### config.mk
export PLATFORM = sky130hd
export DESIGN_NAME = rr_request_arbiter4_flat
export DESIGN_NICKNAME = d
export VERILOG_FILES = /design/src/rtl/rr_request_arbiter4_pkg.sv /design/src/rtl/rr_request_arbiter4_if.sv /design/src/rtl/rr_request_arbiter4_pick4.sv /design/src/rtl/rr_request_arbiter4.sv /design/src/flat_wrapper.sv
export SDC_FILE = /design/constraint.sdc
export NUM_CORES = 1
export LEC_CHECK = 0
export ABC_AREA = 1
export ABC_CLOCK_PERIOD_IN_PS = 4120
export CAP_MARGIN = 20
export CORE_MARGIN = 2
export CORE_UTILIZATION = 40
export CTS_CLUSTER_DIAMETER = 30
export DETAILED_ROUTE_END_ITERATION = 10
export DONT_BUFFER_PORTS = 1
export PLACE_DENSITY = 0.65
export SLEW_MARGIN = 40
export SYNTH_ARGS = -nofsm -noshare
export SYNTH_HDL_FRONTEND = slang
export SYNTH_HIERARCHICAL = 1
export SYNTH_SLANG_ARGS = --single-unit
### constraint.sdc
create_clock -name clk -period 4.12 [get_ports clk]
set_input_delay 0.824 -clock clk [delete_from_list [all_inputs] [get_ports clk]]
set_output_delay 0.824 -clock clk [all_outputs]
set_load 0.1 [all_outputs]
### src/rtl/rr_request_arbiter4_pkg.sv
// Shared types and helpers for the four-way round-robin request arbiter.
package rr_request_arbiter4_pkg;

  localparam int NUM_REQ = 4;

  typedef enum logic {
    ST_IDLE  = 1'b0,
    ST_GRANT = 1'b1
  } arb_state_t;

  // Index of the set bit in a one-hot (or zero) vector; zero maps to index 0.
  function automatic logic [1:0] onehot_idx(input logic [NUM_REQ-1:0] oh);
    onehot_idx = 2'd0;
    for (int i = 0; i < NUM_REQ; i++) begin
      if (oh[i]) onehot_idx = 2'(i);
    end
  endfunction

endpackage

### src/rtl/rr_request_arbiter4_if.sv
// Request/grant bundle between the request sources (master) and the arbiter (slave).
interface rr_request_arbiter4_if;
  // Handshake: req[k] is a level held by requester k until it is served. gnt is
  // a registered one-hot that stays high while the grantee keeps req[k] high and
  // has not pulsed done. done counts only in the grant's own cycles. After every
  // grant gnt is zero for at least one cycle.
  logic [3:0] req;
  logic       done;
  logic [3:0] gnt;
  logic       gnt_valid;
  logic       timeout_err;
  logic [1:0] ptr;

  modport master (
    output req, done,
    input  gnt, gnt_valid, timeout_err, ptr
  );

  modport slave (
    input  req, done,
    output gnt, gnt_valid, timeout_err, ptr
  );
endinterface

### src/rtl/rr_request_arbiter4_pick4.sv
// Combinational round-robin pick: first set request at or above ptr, wrapping modulo 4.
module rr_pick4
  import rr_request_arbiter4_pkg::*;
(
  input  logic [3:0] req,
  input  logic [1:0] ptr,
  output logic [3:0] sel_onehot,
  output logic       any
);

  logic       found;
  logic [1:0] idx;

  always_comb begin
    sel_onehot = 4'b0000;
    found      = 1'b0;
    idx        = 2'd0;
    for (int i = 0; i < NUM_REQ; i++) begin
      idx = ptr + 2'(i);
      if (!found && req[idx]) begin
        sel_onehot[idx] = 1'b1;
        found           = 1'b1;
      end
    end
  end

  assign any = |req;

endmodule

### src/rtl/rr_request_arbiter4.sv
// Round-robin arbiter for four requesters, with a bounded hold time and a
// registered one-hot grant.
module rr_request_arbiter4
  import rr_request_arbiter4_pkg::*;
#(
  parameter int TIMEOUT = 16,
  parameter int CW      = 8
) (
  input  logic                  clk,
  input  logic                  rst_n,
  rr_request_arbiter4_if.slave  bus,
  output arb_state_t            dbg_state_o
);

  arb_state_t    state_q, state_d;
  logic [3:0]    gnt_q, gnt_d;
  logic [1:0]    ptr_q, ptr_d;
  logic [CW-1:0] cnt_q, cnt_d;
  logic          terr_q, terr_d;

  logic [3:0]    sel_onehot;
  logic          any_req;
  logic [1:0]    g_idx;
  logic          early_rel;
  logic          tmo_hit;

  rr_pick4 u_pick (
    .req        (bus.req),
    .ptr        (ptr_q),
    .sel_onehot (sel_onehot),
    .any        (any_req)
  );

  assign g_idx     = onehot_idx(gnt_q);
  assign early_rel = bus.done | ~bus.req[g_idx];
  assign tmo_hit   = (cnt_q == CW'(TIMEOUT - 1));

  always_comb begin
    state_d = state_q;
    gnt_d   = gnt_q;
    ptr_d   = ptr_q;
    cnt_d   = cnt_q;
    terr_d  = 1'b0;
    unique case (state_q)
      ST_IDLE: begin
        gnt_d = 4'b0000;
        if (any_req) begin
          gnt_d   = sel_onehot;
          cnt_d   = '0;
          state_d = ST_GRANT;
        end
      end
      ST_GRANT: begin
        if (early_rel || tmo_hit) begin
          gnt_d   = 4'b0000;
          ptr_d   = g_idx + 2'd1;
          state_d = ST_IDLE;
          // A cooperative release takes precedence over a coincident timeout.
          terr_d  = tmo_hit & ~early_rel;
        end else begin
          cnt_d = cnt_q + 1'b1;
        end
      end
      default: state_d = ST_IDLE;
    endcase
  end

  always_ff @(posedge clk or negedge rst_n) begin
    if (!rst_n) begin
      state_q <= ST_IDLE;
      gnt_q   <= 4'b0000;
      ptr_q   <= 2'd0;
      cnt_q   <= '0;
      terr_q  <= 1'b0;
    end else begin
      state_q <= state_d;
      gnt_q   <= gnt_d;
      ptr_q   <= ptr_d;
      cnt_q   <= cnt_d;
      terr_q  <= terr_d;
    end
  end

  assign bus.gnt         = gnt_q;
  assign bus.gnt_valid   = |gnt_q;
  assign bus.timeout_err = terr_q;
  assign bus.ptr         = ptr_q;
  assign dbg_state_o     = state_q;

endmodule

### src/flat_wrapper.sv
// flat-port wrapper written by rule: the top's interface ports become plain ports
module rr_request_arbiter4_flat import rr_request_arbiter4_pkg::*;
#(
  parameter int TIMEOUT = 16,
  parameter int CW      = 8
)
  (clk, rst_n, dbg_state_o, bus_req, bus_done, bus_gnt, bus_gnt_valid, bus_timeout_err, bus_ptr);
  rr_request_arbiter4_if bus_i ();
  input  logic clk;
  input  logic rst_n;
  output arb_state_t dbg_state_o;
  input wire logic [$bits(bus_i.req)-1:0] bus_req;
  input wire logic [$bits(bus_i.done)-1:0] bus_done;
  output wire logic [$bits(bus_i.gnt)-1:0] bus_gnt;
  output wire logic [$bits(bus_i.gnt_valid)-1:0] bus_gnt_valid;
  output wire logic [$bits(bus_i.timeout_err)-1:0] bus_timeout_err;
  output wire logic [$bits(bus_i.ptr)-1:0] bus_ptr;
  assign bus_i.req = bus_req;
  assign bus_i.done = bus_done;
  assign bus_gnt = bus_i.gnt;
  assign bus_gnt_valid = bus_i.gnt_valid;
  assign bus_timeout_err = bus_i.timeout_err;
  assign bus_ptr = bus_i.ptr;
  rr_request_arbiter4 #(.TIMEOUT(TIMEOUT), .CW(CW)) u_core (.clk(clk), .rst_n(rst_n), .bus(bus_i), .dbg_state_o(dbg_state_o));
endmodule
==> results of run 1 <==
layout by cell type (no fill, tap or decap):
cell / instances
nand4_2: 1
nand2_2: 4
dfrtp_1: 12
nand3_4: 1
nand3_1: 41
nor2_4: 3
clkbuf_1: 1
nand3_2: 3
buf_4: 4
nand2_4: 2
nor3_1: 1
clkbuf_4: 3
xor2_1: 5
nand2_1: 56
a21oi_1: 2
inv_1: 26
o21ai_0: 3
dfrtp_2: 4
xnor2_1: 1
ha_1: 7
o21ai_2: 1
nand4_1: 1
inv_2: 3
nor2_1: 8
worst reg2reg max path: cells and delay by family, from the launching register on:
family                     cells  cell delay, ps
buffers and inverters          3             640
and+or+nand+nor                7             570
adders and majority gates      1             390
AOI/OAI and AO/OA              1              70
DFF                            1             330
Yosys cell counts:
cell type	instances
buf_6	1
ha_1	7
xnor2_1	1
nand2_2	4
nand2_1	56
nand4_2	1
o21ai_2	1
nand4_1	1
xor2_1	5
nor2_4	3
nand3_4	1
a21oi_1	2
nand2_4	2
o21ai_0	3
nand3_1	41
nand3_2	3
nor2_1	8
dfrtp_1	16
inv_2	3
nor3_1	1
inv_1	26
worst max-delay path by stage:
stage                                  start       endpoint  cells past startpoint
6_report       u_core/bus.gnt[3]$_DFFE_PN0P_  bus_gnt_valid                      3
5_1_grt        u_core/bus.gnt[3]$_DFFE_PN0P_  bus_gnt_valid                      3
2_1_floorplan  u_core/bus.gnt[1]$_DFFE_PN0P_  bus_gnt_valid                      2
3_5_place_dp   u_core/bus.gnt[0]$_DFFE_PN0P_  bus_gnt_valid                      3
4_1_cts        u_core/bus.gnt[0]$_DFFE_PN0P_  bus_gnt_valid                      3
3_3_place_gp   u_core/bus.gnt[3]$_DFFE_PN0P_  bus_gnt_valid                      3
power groups by stage:
stage / clock network, mW / registers (mW) / logic, mW
floorplan: 0 / 0.414 / 0.467
global placement: 0 / 0.322 / 0.677
detailed placement: 0 / 0.326 / 0.678
CTS: 0.0924 / 0.323 / 0.679
global route: 0.101 / 0.329 / 0.750
finish: 0.0875 / 0.323 / 0.682
logic make-up after synthesis:
group / after synthesis
and+or+nand+nor: 121
buffers and inverters: 30
DFF: 16
adders and majority gates: 7
AOI/OAI and AO/OA: 6
xor gates and xnor gates: 6
metrics by stage:
stage	setup slack [ps]	instance area [sq um]	utilization [%]
6_report	1781	1398	45.78
3_3_place_gp	1815	1366	44.75
2_1_floorplan	1378	1292	-
4_1_cts	1516	1396	45.74
5_1_grt	1721	1398	45.78
3_5_place_dp	1840	1370	44.88
final cells by class:
cell class                      count  area, sq um
Clock buffer                        4        26.28
Fill cell                         331         1655
Inverter                           29        108.9
Multi-Input combinational cell    140        772.0
Sequential cell                    16        405.4
Tap cell                           44        55.05
Timing Repair Buffer                4        30.03
routing by layer:
metal	GRT usage, %	wire (um)	vias up
met4	1.863	0	0
li1	-	-	605
met3	5.330	113	0
met5	0	0	-
met2	24.88	1233	25
met1	24.12	1386	515
sequential cells by signal (all words and copies together), names as in the netlist:
register and cells:
u_core/bus.timeout_err 1, u_core/bus.ptr 2, u_core/dbg_state_o 1, u_core/cnt_q 8
u_core/bus.gnt 4
==> impl_metrics.py, run 1 <==
metrics = {
    "outcome": {
        "status": "completed",
    },
    "routing": {
        "drt_iter0_drc": 61,
        "vias": 1145,
        "wl_um": 2733,
        "wl_per_cell_um": 11.53,
        "drt_pre_antenna_iters": 4,
        "final_antenna_net_count": 0,
        "drc": 0,
        "viasPerCell": 4.831,
    },
    "critical_path": {
        "reg2reg_to": "u_core/bus.gnt[1]$_DFFE_PN0P_",
        "worstPathRequired_ps": 3300,
        "r2r_setup_slack_ps": 2040,
        "cp.arrival_ps": 1520,
        "cp_max_fo": 5,
        "end_kind": "primary output",
        "critPathTopFamily": "flip-flops",
        "crit_chain": "nor2_1 > nand3_1 > buf_4",
        "critPathBufInv": 1,
        "crit_slowest_cell": "dfrtp_2",
        "r2r-start": "u_core/bus.ptr[0]$_DFFE_PN0P_",
        "cp_slowest_stage_delay_ps": 730,
        "criticalPathCategory": "flip-flop to primary output",
        "reg2reg_depth": 12,
        "cp-start-kind": "flip-flop",
    },
    "synth": {
        "synthAdderAreaFrac_pct": 6.776,
        "synthCells": 186,
        "yosysTopAreaCell": "dfrtp_1",
        "synth_compound_area_share_pct": 2.614,
        "synth_nets": 200,
        "synth.distinct_cells": 21,
        "synth_top_family_by_area": "simple AND/OR/NAND/NOR gates",
        "synth.area.top_cells": "dfrtp_1, nand2_1, nand3_1",
        "synth-simple-area-share_pct": 46.27,
        "yosys_warnings": 6,
        "synthXorXnorAreaFrac_pct": 4.066,
        "yosysSeqAreaShare_pct": 30.98,
        "syn-cell-area_sq_mm": 0.001292,
        "synth.top_cell.area_share_pct": 30.98,
        "synth.area.mux_share_pct": 0,
        "ys_ff_latch": 16,
        "syn_avg_cell_area_sq_um": 6.949,
    },
    "timing": {
        "relSlewSlack_pct": 42.31,
        "drv_slew": 0,
        "finalSetupViolations": 0,
        "finClkSkew_ps": 3.163,
        "max_freq_mhz": 427.5,
        "fin_crit_ps": 2339,
        "rsz0062_at_grt": "false",
        "post-route-period-util_pct": 56.77,
        "setup_tns_ps": 0,
        "fin_hold_ws_ps": 217.0,
        "hold_violations": 0,
        "tightest_slew_ps": 865.9,
    },
    "clocking": {
        "cts-root-buf": "clkbuf_4",
        "path_clk_slew_ps": 90,
        "clk_latency_ps": 290,
        "post_cts_buffers": 0,
        "clock_sinks": 16,
        "holdBufCountCts": 0,
        "cts_made_buffers": 3,
        "max-clock-path-buffers": 2,
        "ctsResizeCount": 0,
        "ctsHtreeMaxLevel": 1,
        "tritoncts": "yes",
    },
    "floorplanning": {
        "core-area_sq_mm": 0.003053,
        "die_w_um": 60.85,
        "num_rows": 20,
        "ioPinCount": 16,
        "dieArea_sq_mm": 0.003702,
        "die_y_um": 60.85,
        "initial_core_util_pct": 42.34,
    },
    "placed_design": {
        "port_buffers": 0,
        "gp_congestion": 0.8078,
        "place_inst": 233,
        "place_hpwl_um": 2058,
    },
    "layout": {
        "area_growth_syn_to_layout_pct": 8.132,
        "stdcell_count": 237,
        "n_antenna_cell": 0,
        "nNetsFinal": 208,
        "drive_gt1_share_pct": 15.03,
    },
    "grt": {
        "grt_use_total_pct": 16.60,
        "overflow": 0,
        "antenna_found_initial": 0,
        "grt_pass1_vias": 1012,
        "grt_pass1_wl_um": 4609,
        "grt_max_degree": 17,
    },
    "power": {
        "power_mw": 1.093,
        "power.density_mw_per_mm2": 782.2,
        "intPower_mw": 0.4121,
        "power_frac_clock_pct": 8.0,
        "leakage_nw": 0.7752,
        "irDropWorstVdd_mv": 0.3040,
        "power_frac_comb_pct": 62.4,
        "switching_share_pct": 62.30,
        "p_switching_mw": 0.6811,
        "p_seq_share_pct": 29.6,
    },
    "hold_path": {
        "min_path_type": "input port to async pin",
    },
    "job": {
        "cap_violations": 0,
    },
}
(Power assumes the default switching activity.)
==> inputs of run 2 (changes only) <==
--- a/config.mk
+++ b/config.mk
@@ -6,7 +6,7 @@
 export NUM_CORES = 1
 export LEC_CHECK = 0
 export ABC_AREA = 1
-export ABC_CLOCK_PERIOD_IN_PS = 4120
+export ABC_CLOCK_PERIOD_IN_PS = 2370
 export CAP_MARGIN = 20
 export CORE_MARGIN = 2
 export CORE_UTILIZATION = 40
==> constraint.sdc (replaced) <==
create_clock -name clk -period 2.37 [get_ports clk]
set_input_delay 0.474 -clock clk [delete_from_list [all_inputs] [get_ports clk]]
set_output_delay 0.474 -clock clk [all_outputs]
set_load 0.1 [all_outputs]
==> run 2 against run 1 <==
Compared with the run above: sequential cell count unchanged; hold slack got worse by 140 ps; highest routed layer is now met4; final cell count rose by 2.5%; clock power grew 110%; routed wire length decreased by 0.99%; clock skew increased by 5.5 ps; first-iteration DRC count fell by 46%; count of clock-buffer cells in the layout stayed put; core utilization rose by 2.2 points; power rose by 84%.
==> impl_metrics.py, run 2 (synthesis results as in run 1) <==
metrics = {
    "critical_path": {
        "criticalPathCategory": "flip-flop to primary output",
        "r2r-start": "u_core/bus.ptr[0]$_DFFE_PN0P_",
        "end_kind": "primary output",
        "startpoint": "u_core/bus.gnt[3]$_DFFE_PN0P_",
        "cp-start-kind": "flip-flop",
        "worstPathRequired_ps": 1900,
        "cp_max_fo": 5,
        "cp.arrival_ps": 1240,
    },
    "grt": {
        "overflow": 0,
        "grt_pass1_wl_um": 4788,
        "grt_max_degree": 17,
        "grt_pass1_vias": 1076,
        "antenna_found_initial": 0,
        "grt_use_total_pct": 17.37,
    },
    "clocking": {
        "max-clock-path-buffers": 2,
        "ctsHtreeMaxLevel": 1,
        "post_cts_buffers": 0,
        "tritoncts": "yes",
        "cts_made_buffers": 3,
        "holdBufCountCts": 1,
        "clock_sinks": 16,
        "cts-root-buf": "clkbuf_4",
        "ctsResizeCount": 0,
        "path_clk_slew_ps": 100,
        "clk_latency_ps": 290,
    },
    "layout": {
        "ff_latch_area_sq_um": 401.6,
        "final_area_sq_mm": 0.001464,
        "drive_gt1_share_pct": 17.09,
        "fillers": 328,
        "mostFrequentLayoutCells": "nand2_1, nand3_1, inv_1",
        "n_antenna_cell": 0,
        "layout_commonest_cell": "nand2_1",
        "largest_reg_flops": 8,
        "nNetsFinal": 214,
        "area_growth_syn_to_layout_pct": 13.26,
        "multi_input_area_sq_um": 777.0,
        "largest_register": "u_core/cnt_q",
    },
    "routing": {
        "wl_per_cell_um": 11.14,
        "drc": 0,
        "wl_um": 2706,
        "vias": 1160,
        "drt_pre_antenna_iters": 4,
        "final_antenna_net_count": 0,
        "viasPerCell": 4.774,
        "drt_iter0_drc": 33,
    },
    "hold_path": {
        "min_path_type": "input port to async pin",
    },
    "floorplanning": {
        "dieArea_sq_mm": 0.003702,
        "initial_core_util_pct": 42.34,
        "die_y_um": 60.85,
        "core-area_sq_mm": 0.003053,
        "ioPinCount": 16,
        "num_rows": 20,
        "die_w_um": 60.85,
    },
    "placed_design": {
        "gp_congestion": 0.8306,
        "port_buffers": 0,
        "place_hpwl_um": 2088,
        "place_area_sq_mm": 0.001423,
    },
    "timing": {
        "setup_tns_ps": 0,
        "rsz0062_at_grt": "false",
        "tightest_slew_ps": 373.7,
        "relSlewSlack_pct": 75.03,
        "post-route-period-util_pct": 72.23,
        "fin_hold_ws_ps": 73.58,
        "fin_crit_ps": 1712,
        "hold_violations": 0,
        "finalSetupViolations": 0,
        "max_freq_mhz": 584.2,
        "finClkSkew_ps": 8.627,
        "drv_slew": 0,
    },
    "power": {
        "power.density_mw_per_mm2": 1375,
        "leakage_nw": 0.8247,
        "irDropWorstVdd_mv": 0.6107,
        "power_mw": 2.013,
    },
    "outcome": {
        "status": "completed",
    },
    "job": {
        "cap_violations": 0,
    },
}
[run 2: cell types whose count changed in the layout (fill, tap and decap cells not counted)]
cell,delta
buf_4,+4
dfrtp_1,+3
dfrtp_2,-3
buf_12,+1
buf_2,+1
clkbuf_1,-1
clkbuf_8,+1
nand3_1,-1
nand3_2,+1
[run 2: cell type report]
cell class                 instances  area share (%)
inverter                          29           7.436
clock buffer                       4           2.479
multi-input combinational        140           53.08
tap                               44           3.761
sequential                        16           27.44
timing repair buffer              10           5.812
[run 2: stage by stage]
step	utilization [%]	worst slack (ps)	std cells
3_3_place_gp	46.60	729.4	238
2_1_floorplan	-	5.793	186
4_1_cts	48.11	649.7	243
6_report	47.95	658.2	243
3_5_place_dp	46.60	714.3	238
5_1_grt	47.95	504.7	243
[run 2: worst paths after layout]
check | endpoint | slack, ps | depth (start not counted)
min in group clk | u_core/bus.timeout_err$_DFF_PN0_ | 390 | 3
max | bus_gnt_valid | 660 | 3
max in group asynchronous | u_core/bus.ptr[0]$_DFFE_PN0P_ | 2000 | 1
min | u_core/bus.gnt[1]$_DFFE_PN0P_ | 70 | 1
max reg2reg | u_core/bus.gnt[2]$_DFFE_PN0P_ | 700 | 11
min reg2reg | u_core/cnt_q[1]$_DFFE_PN0P_ | 540 | 2
[run 2: critical path, stage by stage, from the launching register on]
cell     delay [ps]
dfrtp_1         450
nor2_1          190
nand3_2         120
buf_12          180
[run 2: per-layer routing]
layer,track usage (%),share of wire [%]
met1,23.70,50
met2,26.42,44
met3,5.544,5.0
met4,4.969,0.78
met5,0,0
[run 2: power by group]
group          internal (mW)  switching, mW  total, mW  leakage, nW
sequential             0.333         0.0526      0.385        0.214
clock                 0.0936         0.0874      0.181       0.0210
combinational          0.386           1.06       1.45        0.590
